### src/rtl/anemo_gen_pkg.sv
// Shared constants and types for the anemometer pulse generator.
//   - register addresses, CTRL/STATUS bit positions, minimum half-period
//   - waveform FSM state enum and the STATUS register layout
package anemo_gen_pkg;

    localparam int unsigned DATA_W = 32;
    localparam int unsigned ADDR_W = 2;

    localparam logic [ADDR_W-1:0] ADDR_CTRL   = 2'd0;
    localparam logic [ADDR_W-1:0] ADDR_HP     = 2'd1;
    localparam logic [ADDR_W-1:0] ADDR_BURST  = 2'd2;
    localparam logic [ADDR_W-1:0] ADDR_STATUS = 2'd3;

    localparam int unsigned CTRL_EN_BIT    = 0;
    localparam int unsigned CTRL_BURST_BIT = 1;
    localparam int unsigned CTRL_CLR_BIT   = 2;

    localparam int unsigned STAT_BUSY_BIT = 0;
    localparam int unsigned STAT_DONE_BIT = 1;
    localparam int unsigned STAT_CNT_LSB  = 16;

    localparam int unsigned HP_MIN = 2;

    typedef enum logic [1:0] {
        ST_IDLE = 2'd0,
        ST_HIGH = 2'd1,
        ST_LOW  = 2'd2,
        ST_DONE = 2'd3
    } wave_state_e;

    typedef struct packed {
        logic [15:0] edge_count;
        logic [13:0] rsvd;
        logic        done;
        logic        busy;
    } status_t;

endpackage

### src/rtl/anemo_pulse_gen_if.sv
// Avalon-MM slave bus bundle for the pulse generator.
//   chipselect, address, write_n, writedata, read_n : master -> slave
//   readdata                                        : slave -> master (latency 1)
interface anemo_pulse_gen_if;
    import anemo_gen_pkg::*;

    logic              chipselect;
    logic [ADDR_W-1:0] address;
    logic              write_n;
    logic [DATA_W-1:0] writedata;
    logic              read_n;
    logic [DATA_W-1:0] readdata;

    modport master (
        output chipselect, address, write_n, writedata, read_n,
        input  readdata
    );

    modport slave (
        input  chipselect, address, write_n, writedata, read_n,
        output readdata
    );

endinterface

### src/rtl/anemo_wave_core.sv
// Waveform engine: IDLE/HIGH/LOW/DONE FSM, half-period counter,
// burst edge counter and free-running rising-edge counter.
//   in : clk, reset_n, en, burst, half_period, burst_len, clr
//   out: wave_out (high only in HIGH), busy, done, edge_count
module anemo_wave_core
    import anemo_gen_pkg::*;
#(
    parameter int unsigned HP_WIDTH  = 24,
    parameter int unsigned CNT_WIDTH = 16
) (
    input  logic                 clk,
    input  logic                 reset_n,
    input  logic                 en,
    input  logic                 burst,
    input  logic [HP_WIDTH-1:0]  half_period,
    input  logic [CNT_WIDTH-1:0] burst_len,
    input  logic                 clr,
    output logic                 wave_out,
    output logic                 busy,
    output logic                 done,
    output logic [CNT_WIDTH-1:0] edge_count
);

    wave_state_e          state_q;
    wave_state_e          state_nxt;
    logic [HP_WIDTH-1:0]  hp_cnt;
    logic [HP_WIDTH-1:0]  hp_cur;
    logic [HP_WIDTH-1:0]  hp_eff;
    logic [CNT_WIDTH-1:0] burst_cnt;
    logic                 phase_end;
    logic                 state_chg;
    logic                 rise;
    logic                 wave_d;
    logic                 busy_d;
    logic                 done_d;

    // Post-reset HALF_PERIOD is 0; never run a phase shorter than HP_MIN.
    assign hp_eff    = (half_period < HP_WIDTH'(HP_MIN)) ? HP_WIDTH'(HP_MIN) : half_period;
    // hp_cur is the value latched at the last state change, so a new
    // HALF_PERIOD never disturbs the phase in progress.
    assign phase_end = (hp_cnt == hp_cur - HP_WIDTH'(1));
    assign state_chg = (state_nxt != state_q);
    assign rise      = (state_nxt == ST_HIGH) && (state_q != ST_HIGH);

    // State register.
    always_ff @(posedge clk or negedge reset_n) begin
        if (!reset_n) begin
            state_q <= ST_IDLE;
        end else begin
            state_q <= state_nxt;
        end
    end

    // Next-state logic; EN=0 overrides every state.
    always_comb begin
        state_nxt = state_q;
        if (!en) begin
            state_nxt = ST_IDLE;
        end else begin
            unique case (state_q)
                ST_IDLE: begin
                    if (burst && (burst_len == CNT_WIDTH'(0))) begin
                        state_nxt = ST_DONE;
                    end else begin
                        state_nxt = ST_HIGH;
                    end
                end
                ST_HIGH: begin
                    if (phase_end) begin
                        state_nxt = ST_LOW;
                    end
                end
                ST_LOW: begin
                    if (phase_end) begin
                        if (burst && (burst_cnt == burst_len)) begin
                            state_nxt = ST_DONE;
                        end else begin
                            state_nxt = ST_HIGH;
                        end
                    end
                end
                ST_DONE: begin
                    state_nxt = ST_DONE;
                end
                default: begin
                    state_nxt = ST_IDLE;
                end
            endcase
        end
    end

    // Output decode from the next state, registered below.
    always_comb begin
        wave_d = 1'b0;
        busy_d = 1'b0;
        done_d = 1'b0;
        unique case (state_nxt)
            ST_HIGH: begin
                wave_d = 1'b1;
                busy_d = 1'b1;
            end
            ST_LOW:  busy_d = 1'b1;
            ST_DONE: done_d = 1'b1;
            default: ;
        endcase
    end

    // Registered outputs.
    always_ff @(posedge clk or negedge reset_n) begin
        if (!reset_n) begin
            wave_out <= 1'b0;
            busy     <= 1'b0;
            done     <= 1'b0;
        end else begin
            wave_out <= wave_d;
            busy     <= busy_d;
            done     <= done_d;
        end
    end

    // Phase timer and edge counters.
    always_ff @(posedge clk or negedge reset_n) begin
        if (!reset_n) begin
            hp_cnt     <= '0;
            hp_cur     <= '0;
            burst_cnt  <= '0;
            edge_count <= '0;
        end else begin
            if (state_chg) begin
                hp_cnt <= '0;
                hp_cur <= hp_eff;
            end else if ((state_q == ST_HIGH) || (state_q == ST_LOW)) begin
                hp_cnt <= hp_cnt + HP_WIDTH'(1);
            end

            if (state_nxt == ST_IDLE) begin
                burst_cnt <= '0;
            end else if (rise) begin
                burst_cnt <= burst_cnt + CNT_WIDTH'(1);
            end

            // CLR beats a coincident rising edge.
            if (clr) begin
                edge_count <= '0;
            end else if (rise) begin
                edge_count <= edge_count + CNT_WIDTH'(1);
            end
        end
    end

endmodule

### src/rtl/anemo_pulse_gen.sv
// Avalon-MM register file for the anemometer sensor emulator.
//   clk, reset_n : clock, async active-low reset
//   avs          : Avalon slave (CTRL, HALF_PERIOD, BURST_LEN, STATUS)
//   anemo_out    : generated square wave
module anemo_pulse_gen
    import anemo_gen_pkg::*;
#(
    parameter int unsigned HP_WIDTH  = 24,
    parameter int unsigned CNT_WIDTH = 16
) (
    input  logic               clk,
    input  logic               reset_n,
    anemo_pulse_gen_if.slave   avs,
    output logic               anemo_out
);

    logic                 wr_c;
    logic                 rd_c;
    logic                 clr_c;
    logic                 ctrl_en;
    logic                 ctrl_burst;
    logic [HP_WIDTH-1:0]  half_period;
    logic [CNT_WIDTH-1:0] burst_len;
    logic                 busy;
    logic                 done;
    logic [CNT_WIDTH-1:0] edge_count;
    logic [DATA_W-1:0]    rd_mux;
    logic                 unused_wdata;

    assign wr_c  = avs.chipselect & ~avs.write_n;
    assign rd_c  = avs.chipselect & ~avs.read_n;
    // CLR is a write-side strobe only; it is never stored.
    assign clr_c = wr_c && (avs.address == ADDR_CTRL) && avs.writedata[CTRL_CLR_BIT];
    assign unused_wdata = ^avs.writedata;

    // Register writes.
    always_ff @(posedge clk or negedge reset_n) begin
        if (!reset_n) begin
            ctrl_en     <= 1'b0;
            ctrl_burst  <= 1'b0;
            half_period <= '0;
            burst_len   <= '0;
        end else if (wr_c) begin
            unique case (avs.address)
                ADDR_CTRL: begin
                    ctrl_en    <= avs.writedata[CTRL_EN_BIT];
                    ctrl_burst <= avs.writedata[CTRL_BURST_BIT];
                end
                ADDR_HP: begin
                    half_period <= (avs.writedata[HP_WIDTH-1:0] < HP_WIDTH'(HP_MIN))
                                   ? HP_WIDTH'(HP_MIN) : avs.writedata[HP_WIDTH-1:0];
                end
                ADDR_BURST: burst_len <= avs.writedata[CNT_WIDTH-1:0];
                default: ;
            endcase
        end
    end

    // Read mux.
    always_comb begin
        status_t st;
        rd_mux = '0;
        st     = '0;
        unique case (avs.address)
            ADDR_CTRL: begin
                rd_mux[CTRL_EN_BIT]    = ctrl_en;
                rd_mux[CTRL_BURST_BIT] = ctrl_burst;
            end
            ADDR_HP:    rd_mux = DATA_W'(half_period);
            ADDR_BURST: rd_mux = DATA_W'(burst_len);
            ADDR_STATUS: begin
                st.edge_count = 16'(edge_count);
                st.done       = done;
                st.busy       = busy;
                rd_mux        = st;
            end
            default: ;
        endcase
    end

    // readdata holds between reads; a same-cycle write is not yet visible.
    always_ff @(posedge clk or negedge reset_n) begin
        if (!reset_n) begin
            avs.readdata <= '0;
        end else if (rd_c) begin
            avs.readdata <= rd_mux;
        end
    end

    anemo_wave_core #(
        .HP_WIDTH  (HP_WIDTH),
        .CNT_WIDTH (CNT_WIDTH)
    ) u_core (
        .clk         (clk),
        .reset_n     (reset_n),
        .en          (ctrl_en),
        .burst       (ctrl_burst),
        .half_period (half_period),
        .burst_len   (burst_len),
        .clr         (clr_c),
        .wave_out    (anemo_out),
        .busy        (busy),
        .done        (done),
        .edge_count  (edge_count)
    );

endmodule
### src/flat_wrapper.sv
// flat-port wrapper written by rule: the top's interface ports become plain ports
module anemo_pulse_gen_flat import anemo_gen_pkg::*;
#(
    parameter int unsigned HP_WIDTH  = 24,
    parameter int unsigned CNT_WIDTH = 16
)
  (clk, reset_n, anemo_out, avs_chipselect, avs_address, avs_write_n, avs_writedata, avs_read_n, avs_readdata);
  anemo_pulse_gen_if avs_i ();
  input  logic clk;
  input  logic reset_n;
  output logic anemo_out;
  input wire logic [$bits(avs_i.chipselect)-1:0] avs_chipselect;
  input wire logic [$bits(avs_i.address)-1:0] avs_address;
  input wire logic [$bits(avs_i.write_n)-1:0] avs_write_n;
  input wire logic [$bits(avs_i.writedata)-1:0] avs_writedata;
  input wire logic [$bits(avs_i.read_n)-1:0] avs_read_n;
  output wire logic [$bits(avs_i.readdata)-1:0] avs_readdata;
  assign avs_i.chipselect = avs_chipselect;
  assign avs_i.address = avs_address;
  assign avs_i.write_n = avs_write_n;
  assign avs_i.writedata = avs_writedata;
  assign avs_i.read_n = avs_read_n;
  assign avs_readdata = avs_i.readdata;
  anemo_pulse_gen #(.HP_WIDTH(HP_WIDTH), .CNT_WIDTH(CNT_WIDTH)) u_core (.clk(clk), .reset_n(reset_n), .avs(avs_i), .anemo_out(anemo_out));
endmodule
### config.mk
export PLATFORM = sky130hd
export DESIGN_NAME = anemo_pulse_gen_flat
export DESIGN_NICKNAME = d
export VERILOG_FILES = /design/src/rtl/anemo_gen_pkg.sv /design/src/rtl/anemo_pulse_gen_if.sv /design/src/rtl/anemo_wave_core.sv /design/src/rtl/anemo_pulse_gen.sv /design/src/flat_wrapper.sv
export SDC_FILE = /design/constraint.sdc
export NUM_CORES = 1
export LEC_CHECK = 0
export ABC_AREA = 1
export CELL_PAD_IN_SITES_DETAIL_PLACEMENT = 1
export CELL_PAD_IN_SITES_GLOBAL_PLACEMENT = 2
export CORE_ASPECT_RATIO = 1.1
export CORE_MARGIN = 10
export CORE_UTILIZATION = 25
export DETAILED_ROUTE_END_ITERATION = 12
export HOLD_SLACK_MARGIN = 0.05
export PLACE_DENSITY_LB_ADDON = 0.3
export SLEW_MARGIN = 15
export SYNTH_ARGS = -nofsm -noshare
export SYNTH_HDL_FRONTEND = slang
export SYNTH_HIERARCHICAL = 1
export SYNTH_SLANG_ARGS = --single-unit
### constraint.sdc
create_clock -name clk -period 3.21 [get_ports clk]
set_clock_uncertainty 0.1 [all_clocks]
set_input_delay 0.642 -clock clk [delete_from_list [all_inputs] [get_ports clk]]
set_output_delay 0.642 -clock clk [all_outputs]
set_load 0.01 [all_outputs]
Word level (Yosys, flattened, before mapping)
Index checks and enable logic that the tools add are counted.
{"block": "op_classes", "addsub": 4, "n_mul": 0, "n_reduce_logical": 17, "div": 0, "order_cmp": 2, "bitwise": 4, "n_eq_ne": 13, "n_mux": 19, "n_shift": 0}
{"cell": "$mux 24", "count": 4}
{"cell": "$pmux 30 s3", "count": 1}
{"cell": "$mux 16", "count": 4}
{"cell": "$lt 24x2->1 const B", "count": 2}
{"cell": "$add 16x1->16 const B", "count": 2}
{"cell": "$add 24x1->24 const B", "count": 1}
{"cell": "$eq 24x24->1", "count": 1}
{"cell": "$sub 24x1->24 const B", "count": 1}
{"cell": "$eq 16x16->1", "count": 1}
{"cell": "$logic_not 16->1", "count": 1}
{"cell": "$pmux 2 s4", "count": 2}
{"cell": "$eq 2x2->1 const B", "count": 6}
{"cell": "$mux 2", "count": 5}
{"cell": "$eq 2x1->1 const B", "count": 3}
{"cell": "$logic_not 2->1", "count": 3}
{"cell": "$reduce_and 2->1", "count": 3}
{"cell": "$reduce_bool 2->1", "count": 3}
{"cell": "$logic_and 1x1->1", "count": 5}
{"cell": "$mux 1", "count": 3}
{"cell": "$and 1x1->1", "count": 2}
{"cell": "$ne 2x1->1 const B", "count": 1}
{"cell": "$ne 2x2->1", "count": 1}
{"cell": "$not 1->1", "count": 2}
{"cell": "$reduce_or 2->1", "count": 1}
{"cell": "$logic_or 1x1->1", "count": 1}
{"block": "word_totals", "ram_bits": 0, "reg_bits": 159, "n_memories": 0, "elab_cells": 72, "mem_bits_ro": 0, "latch_bits": 0, "in_bits": 39, "output_inout_bits": 33}

Logic depth before layout (Yosys ltp)
{"block": "logic_depth", "depth_word": 10, "ltp_mapped": 30, "depth_no_buf": 29}

Cells and area by module
The synthesis kept the hierarchy.
{"mod": "anemo_wave_core", "area_each_um2": 5771.8, "n_inst": 1, "seq_area_each_um2": 2127.0, "cells_each": 787}
{"mod": "anemo_pulse_gen", "area_each_um2": 3130.5, "n_inst": 1, "seq_area_each_um2": 1851.8, "cells_each": 367}

Least setup slack after synthesis
OpenSTA, ideal clock, no wires.
{"block": "synth_timing", "kind": "register to register", "start": "register u_core.u_core.hp_cur[0]", "end": "register u_core.u_core.edge_count[12]", "setup_time_ns": 0.123, "path_buffers": 0, "arrival_time_ns": 3.181, "path_slack_ns": -0.194, "required_ns": 2.987, "synth_period_minus_slack_ns": 3.404, "stages_incl_launch_ff": 23, "path_cell_list": "dfrtp_1 > inv_2 > ha_1 > nand3_4 > nor2_4 > nand2_1 > nor2_1 > xor2_1 > nand3_1 > nor2_2 > nand3_1 > nand2_1 > nand2_1 > nand2_1 > nand2_2 > nand2_2 > ha_1 > nand2_1 > nor3_1 > nand3_1 > nor3_1 > nand3_1 > o221a_2"}
{"block": "synth_via", "elab_chain_cells": 8, "elab_cells_between_ends": 9, "cone_classes": "1 x add/sub; 2 x eq/ne; 4 x mux; 2 x reduce/logical"}
{"element": "start: declaration", "line": "anemo_wave_core.sv:27", "rtl": "logic [HP_WIDTH-1:0] hp_cur;"}
{"element": "start signal: assignment", "line": "anemo_wave_core.sv:131", "rtl": "hp_cur <= hp_eff;"}
{"element": "$sub 24x1->24 (*)", "line": "anemo_wave_core.sv:41", "rtl": "assign phase_end = (hp_cnt == hp_cur - HP_WIDTH'(1));"}
{"element": "$eq 24x24->1 (*)", "line": "anemo_wave_core.sv:41"}
{"element": "$mux 2, on equally long branches", "line": "anemo_wave_core.sv:74, anemo_wave_core.sv:69"}
{"element": "$pmux 2 s4 (*)", "line": "anemo_wave_core.sv:60", "rtl": "unique case (state_q)"}
{"element": "$mux 2 (*)", "line": "anemo_wave_core.sv:57", "rtl": "if (!en) begin"}
{"element": "$eq 2x1->1 (*)", "line": "anemo_wave_core.sv:43", "rtl": "assign rise = (state_nxt == ST_HIGH) && (state_q != ST_HIGH);"}
{"element": "$logic_and 1x1->1 (*)", "line": "anemo_wave_core.sv:43"}
{"element": "$reduce_bool 2->1 (no source line) (*)"}
{"element": "end signal: assignment", "line": "anemo_wave_core.sv:146", "rtl": "edge_count <= edge_count + CNT_WIDTH'(1);"}
{"element": "end: declaration", "line": "anemo_wave_core.sv:21", "rtl": "output logic [CNT_WIDTH-1:0] edge_count"}
Every way passes the cells marked *; elsewhere a longest branch is shown, timed or not.
A chain may end at the register's enable or synchronous reset.

Worst setup path after layout
{"block": "layout_timing", "start": "register u_core.u_core.hp_cur[4]", "end": "register u_core.u_core.edge_count[12]"}
The elaborated chain is that of the path after synthesis.

==> summary.md <==
| Metric | Value |
|---|---|
| Root buffer cell | `clkbuf_16` |
| Post-synthesis net count | `1,204` |
| Placement Cell Area | `10,800 um^2` |
| Setup CP Type | `reg2reg` |
| TNS Setup | `-126.8 ps` |
| Worst slack at placement | `-321.6 ps` |
| Cell Pwr Density | `683.0 nW/um^2` |
| Ant. Diodes | `0` |
| RSZ-0062 raised after global routing | `true` |
| Area Growth Syn to Fin | `32.83%` |
| Crit start category | `register` |
| Main combinational cell family by area after synthesis | `simple AND/OR/NAND/NOR gates` |
| Violated checks | `negative setup slack` |
| Cell Count, Final, Fillers Out | `1,778` |
| # placed instances | `1,734` |
| Vias in the first global route | `8,710` |
| Filler Cells Inserted | `4,194` |
| Worst path slowest cell | `dfrtp_2` |
| Top post-synthesis cells by area | `dfrtp_1, nand2_1, nor2_1, inv_1, nand3_1` |
| Number of synthesized flops with an enable pin | `0` |
| Total track usage | `14.09%` |
| Hold_ws | `93.08 ps` |
| Post-synthesis xor/xnor area fraction | `4.230%` |
| Wire length per cell | `16.80 um` |
| Initial antenna violation count | `0` |
| # hold bufs at CTS | `0` |
| Mapped Cells | `1,154` |
| Static Leakage | `5.495 nW` |
| Htree depth | `4` |
| Vias/cell | `4.585` |
| Post-synthesis mux area share | `0%` |
| Final worst slack | `-69.84 ps` |
| Critical Path End Type | `register` |
| Post-synth cell types | `42` |
| Met3 Track Usage GR | `2.470%` |
| Compound-cell area share of the yosys netlist | `7.056%` |
| Max-slew violations | `0` |
| GP Congestion | `0.8193` |
| R2R setup slack | `-70 ps` |
| Final hold vios | `0` |
| YS warnings | `6` |
| Min Tclk post-route | `3280 ps` |
| Total CTS buffers | `17` |
| Required time worst endpoint | `3440 ps` |
| Final number of setup-violating endpoints | `5` |
| Relative slew margins | `56.72%` |
| DP Wirelength | `22.53 mm` |
| Hold Crit Class | `in2async` |
| Storage cell area | `3981 um^2` |
| Core Footprint | `35,130 um^2` |
| Die span in x | `199.9 um` |
| Critical Path Most Common Cell | `nand2_1` |
| TritonCTS clock tree | `yes` |
| GRT overflow | `0` |
| Largest net degree at the start of global routing | `59` |
| DRT iter0 DRCs | `473` |
| Final net count | `1,371` |
| Rows | `72` |
| CP max stage delay | `450 ps` |
| Top-count cell post-synth | `nand2_1` |
| Slew at the pin with the worst max-slew slack | `649.1 ps` |
| PortBufs | `63` |
| Status | `complete, but fails checks` |
| Post-synthesis cell area | `8902 um^2` |
| Die area | `43,570 um^2` |
| Clock insertion delay at the later pin of the skew report | `440 ps` |
| Routed WL | `29.87 mm` |
| Routed Antenna Nets | `0` |
| Fmax | `304.9 MHz` |
| CTS max path bufs | `2` |
| GRT Max-Usage Layer | `met2` |
| Final period utilization | `102.2%` |
| Drt drc | `0` |
| Worst-path clk slew | `70 ps` |
| Die Y | `217.9 um` |
| Yosys top cell by area | `dfrtp_1` |
| GR Layer Usage met1 | `17.35%` |
| Clk sink count | `159` |
| Synth Register Bits | `159` |
| Synth top cells by count | `nand2_1, dfrtp_1, nor2_1, inv_1, nand3_1` |
| IO Count | `72` |
| Via count | `8,152` |
| Maximum fanout along the worst path | `7` |
| Cell Chain, Critical Path | `nor2_1, nand2_2, nor2_4, nand2_4, clkinv_1, nand3_1, nand2_1, nand3_1, nor2_4, nand3_2, nand2_1, nand2_1, nand2_1, nand2_2, nand2_4, ha_4, nand2_4, nor3_4, nand3_2, nor3_4, nand3_2, o221a_2` |
| Met2 usage | `24.77%` |
| Area of the multi-input gates | `4547 um^2` |
| Mean post-synth cell area | `7.714 um^2` |
| First-pass GRT wire length | `48.04 mm` |
| Sequential fraction of the synthesis area | `44.69%` |
| MaxCap Viol Count | `0` |
| Layout cells sized above 1 | `20.24%` |
| First-pass DRT Iterations | `4` |
| Most used DFF post-synth | `dfrtp_1` |
| Peak VDD IR | `0.4104 mV` |
| Simple-Gate Fraction of Synth Area | `34.74%` |
| CP Data Arrival Time | `3510 ps` |
| Synth Area in Adders | `1.546%` |
| FFs w/ async S/R, synth | `100.0%` |
| Post-synth top area share | `44.69%` |
| Initial Util | `25.34%` |
| Fin area | `11,830 um^2` |
==> cells by family after synthesis <==
family | count (synthesis)
buf+inv | 161
xor+xnor | 43
flops | 159
fa+ha+maj | 11
simple gates | 666
compound gates | 114
==> layer usage <==
| layer | wire (um) | part of all wire (%) |
|---|---|---|
| met2 | 15610 | 52 |
| met5 | 0 | 0 |
| met3 | 672 | 2.2 |
| met1 | 13290 | 44 |
| met4 | 296 | 0.99 |
==> layout make-up <==
| cell class | instances | area share [%] |
|---|---|---|
| Sequential cell | 159 | 33.67 |
| Clock inverter | 13 | 1.450 |
| Timing Repair Buffer | 183 | 13.87 |
| Tap cell | 444 | 4.698 |
| Multi-Input combinational cell | 835 | 38.45 |
| Inverter | 125 | 4.031 |
| Clock buffer | 19 | 3.830 |
==> path summary, 6_finish.rpt <==
path                                                startpoint                                       end  cells past startpoint
min reg2reg                u_core/avs.readdata[31]$_DFFE_PN0P_       u_core/avs.readdata[31]$_DFFE_PN0P_                      2
min in group clk           u_core/avs.readdata[31]$_DFFE_PN0P_       u_core/avs.readdata[31]$_DFFE_PN0P_                      2
max                        u_core/u_core/hp_cur[4]$_DFFE_PN0P_  u_core/u_core/edge_count[12]$_DFFE_PN0P_                     22
max in group asynchronous                              reset_n  u_core/u_core/edge_count[13]$_DFFE_PN0P_                      2
min                                                    reset_n      u_core/u_core/hp_cur[10]$_DFFE_PN0P_                      1
max reg2reg                u_core/u_core/hp_cur[4]$_DFFE_PN0P_  u_core/u_core/edge_count[12]$_DFFE_PN0P_                     22
==> stage by stage <==
stage | util, % | power (W)
6_report | 33.66 | 0.008076
5_1_grt | 33.66 | 0.008664
4_1_cts | 33.09 | 0.008075
3_5_place_dp | 30.73 | 0.005677
3_3_place_gp | 30.73 | 0.005616
2_1_floorplan | - | 0.004361
==> state kept, by name (all words and copies together) (netlist names) <==
register,cells
u_core/u_core/edge_count,16
u_core/avs.readdata,32
u_core/u_core/wave_out,1
u_core/u_core/state_q,2
u_core/u_core/done,1
u_core/u_core/busy,1
u_core/ctrl_en,1
u_core/u_core/burst_cnt,16
u_core/ctrl_burst,1
u_core/u_core/hp_cur,24
u_core/u_core/hp_cnt,24
u_core/half_period,24
u_core/burst_len,16
==> cells in the final DEF (no fill, tap or decap), types with 4 or more instances in the layout <==
cell type / count
nand4_1: 40
clkbuf_16: 17
o21ai_0: 31
a31oi_1: 15
ha_1: 8
nand3_1: 69
nand2_1: 340
buf_12: 5
nor3_1: 16
dfrtp_1: 157
nor2_1: 99
inv_2: 19
nand2_4: 5
nor4_1: 9
nor2_4: 35
nor3_4: 6
inv_6: 7
inv_1: 101
nand3_2: 7
nor2_2: 9
clkdlybuf4s50_1: 62
nand2_2: 11
nand3b_1: 6
o21ai_1: 29
xor2_1: 23
xnor2_1: 20
a21oi_1: 21
o22ai_1: 4
buf_4: 105
buf_6: 9
==> power by group <==
group | internal (W) | switching [W] | total, W | leakage, nW
clock | 0.00128 | 0.000926 | 0.00221 | 0.307
sequential | 0.00233 | 0.000377 | 0.00271 | 2.08
combinational | 0.00137 | 0.00179 | 0.00316 | 3.10
total | 0.00499 | 0.00309 | 0.00808 | 5.50
==> worst max-delay path: cells and delay by family (launching register included) <==
family,cells,cell delay [ps]
compound gates,1,280
fa+ha+maj,1,140
buf+inv,1,70
flops,1,450
simple gates,19,2110
==> repair_timing <==
action,in CTS,in global routing
cloned,0,1
buffers inserted,6,6
gates resized for setup,48,45
setup endpoints to repair,29,73
pin swaps,17,18
Note: power is estimated with default switching activity, not from simulation.
